$ cat src/rtl/flag_branch_unit.sv
// Architectural z/v/n flag register, in-flight flag-writer tracking and
// conditional-branch resolution with same-cycle flag forwarding.
module flag_branch_unit #(
    parameter int unsigned PEND_W = 2,
    parameter int unsigned PC_W   = 16
) (
    input  logic              clk,
    input  logic              rst_n,
    input  logic              pend_inc,
    input  logic              flag_we,
    input  logic              z_in,
    input  logic              v_in,
    input  logic              n_in,
    input  logic              br_valid,
    output logic              br_ready,
    input  logic [2:0]        br_cond,
    input  logic [PC_W-1:0]   br_pc,
    input  logic [PC_W-1:0]   br_off,
    output logic              res_valid,
    input  logic              res_ready,
    output logic              res_taken,
    output logic [PC_W-1:0]   res_target,
    output logic              z,
    output logic              v,
    output logic              n,
    output logic              pend_err
);

    localparam logic [PEND_W-1:0] PEND_MAX = '1;
    localparam logic [PEND_W-1:0] PEND_ONE = PEND_W'(1);

    typedef enum logic [1:0] {
        IDLE = 2'd0,
        WAIT = 2'd1,
        HOLD = 2'd2
    } state_t;

    state_t              state_q;
    state_t              state_d;
    logic [PEND_W-1:0]   pend_cnt;
    logic [PEND_W-1:0]   pend_d;
    logic                err_set_c;
    logic [2:0]          cond_q;
    logic [PC_W-1:0]     target_q;
    logic                capture_c;
    logic                eval_c;
    logic                final_c;
    logic                eff_z_c;
    logic                eff_v_c;
    logic                eff_n_c;
    logic [2:0]          sel_cond_c;
    logic [PC_W-1:0]     sel_target_c;
    logic [PC_W-1:0]     sum_c;

    function automatic logic cond_eval(input logic [2:0] c, input logic fz,
                                       input logic fv, input logic fn);
        logic lt;
        lt = fn ^ fv;
        case (c)
            3'b000:  cond_eval = fz;
            3'b001:  cond_eval = ~fz;
            3'b010:  cond_eval = lt;
            3'b011:  cond_eval = ~lt;
            3'b100:  cond_eval = fz | lt;
            3'b101:  cond_eval = ~fz & ~lt;
            3'b110:  cond_eval = 1'b1;
            default: cond_eval = fv;
        endcase
    endfunction

    // Pending flag-writer bookkeeping; saturating at both ends flags misuse.
    always_comb begin
        pend_d    = pend_cnt;
        err_set_c = 1'b0;
        if (pend_inc && !flag_we) begin
            if (pend_cnt == PEND_MAX) err_set_c = 1'b1;
            else                      pend_d    = pend_cnt + PEND_ONE;
        end else if (flag_we && !pend_inc) begin
            if (pend_cnt == '0) err_set_c = 1'b1;
            else                pend_d    = pend_cnt - PEND_ONE;
        end
    end

    // Flags are final once the last outstanding writer lands this cycle.
    always_comb begin
        final_c = (pend_cnt == '0) ||
                  ((pend_cnt == PEND_ONE) && flag_we && !pend_inc);
        eff_z_c = flag_we ? z_in : z;
        eff_v_c = flag_we ? v_in : v;
        eff_n_c = flag_we ? n_in : n;
        sum_c   = br_pc + br_off;
    end

    // Next-state logic.
    always_comb begin
        state_d   = state_q;
        capture_c = 1'b0;
        eval_c    = 1'b0;
        case (state_q)
            IDLE: begin
                if (br_valid) begin
                    capture_c = 1'b1;
                    if (final_c) begin
                        eval_c  = 1'b1;
                        state_d = HOLD;
                    end else begin
                        state_d = WAIT;
                    end
                end
            end
            WAIT: begin
                if (final_c) begin
                    eval_c  = 1'b1;
                    state_d = HOLD;
                end
            end
            HOLD: begin
                if (res_ready) state_d = IDLE;
            end
            default: state_d = IDLE;
        endcase
    end

    // Evaluate against the live request when resolving in the accept cycle.
    always_comb begin
        sel_cond_c   = capture_c ? br_cond : cond_q;
        sel_target_c = capture_c ? sum_c   : target_q;
    end

    always_ff @(posedge clk) begin
        if (!rst_n) begin
            state_q    <= IDLE;
            pend_cnt   <= '0;
            pend_err   <= 1'b0;
            z          <= 1'b0;
            v          <= 1'b0;
            n          <= 1'b0;
            cond_q     <= 3'b000;
            target_q   <= '0;
            res_taken  <= 1'b0;
            res_target <= '0;
            res_valid  <= 1'b0;
            br_ready   <= 1'b1;
        end else begin
            state_q  <= state_d;
            pend_cnt <= pend_d;
            if (err_set_c) pend_err <= 1'b1;
            if (flag_we) begin
                z <= z_in;
                v <= v_in;
                n <= n_in;
            end
            if (capture_c) begin
                cond_q   <= br_cond;
                target_q <= sum_c;
            end
            if (eval_c) begin
                res_taken  <= cond_eval(sel_cond_c, eff_z_c, eff_v_c, eff_n_c);
                res_target <= sel_target_c;
            end
            res_valid <= (state_d == HOLD);
            br_ready  <= (state_d == IDLE);
        end
    end

endmodule

$ cat config.mk
export PLATFORM = sky130hd
export DESIGN_NAME = flag_branch_unit
export DESIGN_NICKNAME = d
export VERILOG_FILES = /design/src/rtl/flag_branch_unit.sv
export SDC_FILE = /design/constraint.sdc
export NUM_CORES = 1
export LEC_CHECK = 0
export CORE_MARGIN = 1
export CORE_UTILIZATION = 49
export CTS_CLUSTER_DIAMETER = 50
export DETAILED_ROUTE_END_ITERATION = 12
export PLACE_DENSITY = 0.82
export SETUP_SLACK_MARGIN = 0.05
export SYNTH_ARGS = -nofsm -noshare
export SYNTH_HDL_FRONTEND = slang
export SYNTH_SLANG_ARGS = --single-unit
$ cat constraint.sdc
create_clock -name clk -period 2.9 [get_ports clk]
set_clock_uncertainty 0.2 [all_clocks]
set_input_delay 0.58 -clock clk [delete_from_list [all_inputs] [get_ports clk]]
set_output_delay 0.58 -clock clk [all_outputs]
set_load 0.005 [all_outputs]
### Yosys cells after proc, flatten, opt, wreduce, memory -nomap -nowiden

Cells that the tools add are included.

* flip-flop bits (word level): 46
* bits of input ports: 44
* output and inout bits: 23
* logic and storage cells: 70

* $add $sub $neg: 3
* equal/unequal tests: 13
* muxes and demuxes: 24
* bitwise gates (word level): 5
* reductions and logical operators: 13

Operator list (number)
* $add 16x16->16: 1
* $mux 16: 1
* $mux 2: 8
* $mux 1: 11
* $eq 3x3->1 const B: 3
* $pmux 1 s7: 1
* $eq 2x2->1 const B: 3
* $eq 3x2->1 const B: 2
* $logic_not 2->1: 3
* $pmux 2 s3: 1
* $eq 2x1->1 const B: 2
* $logic_and 1x1->1: 4
* $ne 2x2->1 const B: 2
* $eq 3x1->1 const B: 1
* $logic_not 3->1: 1
* $mux 3: 1
* $reduce_and 3->1: 1
* $add 2x1->2 const B: 1
* $logic_not 1->1: 2
* $not 1->1: 2
* $pmux 1 s2: 1
* $reduce_bool 2->1: 1
* $sub 2x1->2 const B: 1
* $and 1x1->1: 1
* other kinds (3): 3

### Longest topological paths before layout

Gate-level depths: netlist of the first run.

* depth after elaboration: 8
* gate-level depth with buffers: 9
* depth with buffers taken out: 9

### Worst setup path after synthesis of the first run

OpenSTA, ideal clock, no wires.

* path type: input port to flip-flop
* from: in br_pc[0]
* to: reg res_target[12]
* library setup time: 75 ps
* data arrival time: 2405 ps
* required time: 2625 ps
* setup slack: 220 ps
* cell stages on the path: 9
* path buffers: 0
* path through: ha_1 fa_1 a21oi_1 nor3_2 or2_4 a31o_2 a31oi_1 a211oi_1 o22ai_1

* longest elaborated chain between the ends: 2

Ends and longest elaborated chain
* start: declaration: line 17 `input logic [PC_W-1:0] br_pc,`
* $add 16x16->16: line 91 `sum_c = br_pc + br_off;`
* $mux 16
* end signal: assignment: line 159 `res_target <= sel_target_c;`
* end: declaration: line 22 `output logic [PC_W-1:0] res_target,`

Every way passes these cells.
A chain may end at the register's enable or synchronous reset.

### Final worst setup path of the first run

* from: in br_off[0]
* to: reg res_target[12]

* longest elaborated chain between the ends: 2

Ends and longest elaborated chain
* start: declaration: line 18 `input logic [PC_W-1:0] br_off,`
* $add 16x16->16: line 91
* $mux 16

Every way passes these cells.

==> results.toml, run 1 <==
[logic_synthesis]
synth_area_leaders = "dfxtp_1 (35%), ha_1 (9.5%), nor2_1 (5.4%)"
synth_nets = 380
async_reset_ff_share_pct = 0
yosys_warnings = 0
syn-cell-area_mm2 = 0.00264
syn_inst = 315
synth-edff-count = 0
yosys.cell_types.count = 48
synth_ff_type = "dfxtp_1"
synth_seq_cells = 46
netlist.area_leader.share_pct = 34.9
synth.avg_cell_area_um2 = 8.38
synth.largest_area_cell = "dfxtp_1"
ys_seq_area_share_pct = 34.9

[finish]
multi_input_area_mm2 = 0.00168
fin_nets = 460
final.fill_count = 459
instances_no_fill = 465
antenna_cells = 0
syn_to_final_growth_pct = 36.7
post-route-util_pct = 70.2
stdcell_area_mm2 = 0.00361
regArea_um2 = 921
layout_commonest_cell = "clkdlybuf4s50_1"
drive_above_1_share_pct = 10.4
layout_common_cells = "clkdlybuf4s50_1 (66), dfxtp_1 (46), nor2_1 (38)"

[drt]
drc_errors = 0
ant_nets = 0
vias_per_cell = 5.52
num_vias = 2568
wl_per_cell_um = 13.8
drt-initial-drc-count = 159
firstDrtPassIters = 4
finalWirelength_mm = 6.41

[global_routing]
grt_max_degree = 22
grt_pass1_vias = 2379
grt_pass1_wl_mm = 10.2
grt.total_usage_pct = 23.4
antenna_found_initial = 0
overflow = 0

[die]
dieArea_mm2 = 0.00569
num_io_pins = 67
row_count = 26
dieHeight_um = 75.4
die_w_um = 75.4
start_util_pct = 51.4
core_area_mm2 = 0.00514

[sta]
rsz0062_at_grt = "yes"
whs_ns = 0.257
setup_tns_ns = 0
drv_slew = 0
max_freq_mhz = 366
post-route-min-period_ns = 2.73
post-route-period-util_pct = 94.3
setup_violations = 0
tightest_slew_ns = 0.435
hold_viol = 0
slew_headroom_pct = 71.0
setup_slack_ns = 0.165

[worst_setup_path]
cp-start-kind = "input pin"
ff2ff_path_depth = 7
endpoint_kind = "flip-flop"
cp.arrival_ns = 2.76
worstPathMaxFanout = 3
required_ns = 2.92
critical_path_class = "in -> reg"

[clocking]
path_clk_slew_ns = 0.08
cts_max_level = 2
cts.sinks = 46
cts_hold_buf = 0
ctsLongestPathBuffers = 2
clk_latency_ns = 0.29
cts_made_buffers = 5
root_buffer = "clkbuf_8"
cts_tree = "built"

[power]
p_comb_share_pct = 40.5
p_sw_share_pct = 32.4
power.switching_uw = 633
seqPwrFrac_pct = 41.0
p_total_mw = 1.95
power_density_mw_per_mm2 = 540
internal_power_mw = 1.32
ir_worst_vdd_uv = 257
p_leak_nw = 1.48
clkPwrFrac_pct = 18.5

[place]
place_area_mm2 = 0.00348
pre_cts_ws_ns = -0.351
gp_congestion = 0.833
dp.cells = 457
io_buffer_count = 66
hpwl_mm = 4.78

[status]
status = "complete, no violations"

[worst_hold_path]
min_path_type = "reg -> reg"
holdPathStages = 2

[flow_run]
max_cap_violations = 0
-- layout make-up --
| class | instances | area share (%) |
|---|---|---|
| multi-input combinational | 248 | 46.6 |
| timing repair buffer | 87 | 22.7 |
| sequential | 46 | 25.5 |
| tap | 70 | 2.43 |
| clock buffer | 7 | 2.11 |
| inverter | 7 | 0.728 |
-- cell families (layout without fill, tap and decap cells) --
logic type               count (synthesis)  count (layout)  synth area share, %
buffers and inverters                   21             101                 3.22
XOR/XNOR                                15              15                 4.98
multiplexers                            11              11                 4.17
flip-flops                              46              46                 34.9
AND/OR/NAND/NOR                        107             107                 19.7
AO/OA/AOI/OAI                           93              93                 22.4
adder cells (fa/ha/maj)                 22              22                 10.6
-- flip-flops by register name, summed over array words and instances (netlist names) --
register	flops
z	1
pend_err	1
br_ready	1
target_q	16
res_taken	1
n	1
res_valid	1
state_q	2
pend_cnt	2
res_target	16
v	1
cond_q	3
-- timing repair --
action,4_1_cts,5_1_grt
setup buffers,0,1
endpoints found under the hold margin,0,0
gates resized for setup,3,6
setup endpoints to repair,5,11
pin swaps,0,4
-- final timing paths --
| kind | from | endpoint | slack (ns) |
|---|---|---|---|
| worst max-delay path | br_off[0] | res_target[12] | 0.17 |
| worst min-delay path | target_q[11] | target_q[11] | 0.26 |
| worst max register to register | state_q[1] | res_taken | 0.94 |
| worst min register to register | target_q[11] | target_q[11] | 0.26 |
-- synth_stat cells, types with 2 or more instances --
cell,instances
nand2b_1,3
a221oi_1,3
o21bai_1,4
nand4_1,2
a31oi_1,6
mux2i_1,11
a211oi_1,8
a21oi_1,27
clkbuf_1,7
buf_1,2
and3_1,5
o211ai_1,5
a21o_1,7
inv_1,7
o21ai_0,19
nor2b_1,2
nor3_1,6
nor2_1,38
dfxtp_1,46
nor4b_1,2
nor3b_1,3
o21a_1,3
nand2_1,25
nor4_1,2
xnor2_1,9
a31o_2,3
buf_2,5
ha_1,20
and2_1,4
nand3_1,7
xor2_1,6
or3_1,2
-- critical path, cell delays in order --
cell             delay [ns]
clkdlybuf4s50_1        0.43
ha_2                   0.21
fa_2                   0.39
a21oi_4                0.15
nor3_2                 0.07
or2_4                  0.23
a31o_2                 0.27
a31oi_4                0.19
a211oi_1               0.10
o22ai_1                0.14
-- layer usage --
layer  wire, um  up-vias  track usage (%)
li1           -     1294                -
met2       3120       74             42.4
met1       2910     1187             28.5
met3        272       13             3.97
met5          0        -                0
met4        112        0             6.38
-- power by group through the flow --
stage / clock network, mW / registers (mW) / logic [mW]
2_1_floorplan: 0 / 0.810 / 0.435
3_3_place_gp: 0 / 0.810 / 0.741
3_5_place_dp: 0 / 0.815 / 0.765
4_1_cts: 0.367 / 0.801 / 0.775
5_1_grt: 0.394 / 0.811 / 0.876
6_report: 0.361 / 0.800 / 0.789
(Power assumes the default switching activity.)
==> inputs of run 2 (changes only) <==
CORE_MARGIN = default   (was 1)
==> results of run 2 <==
Final layout, timing and power as in run 1 (identical DEF).
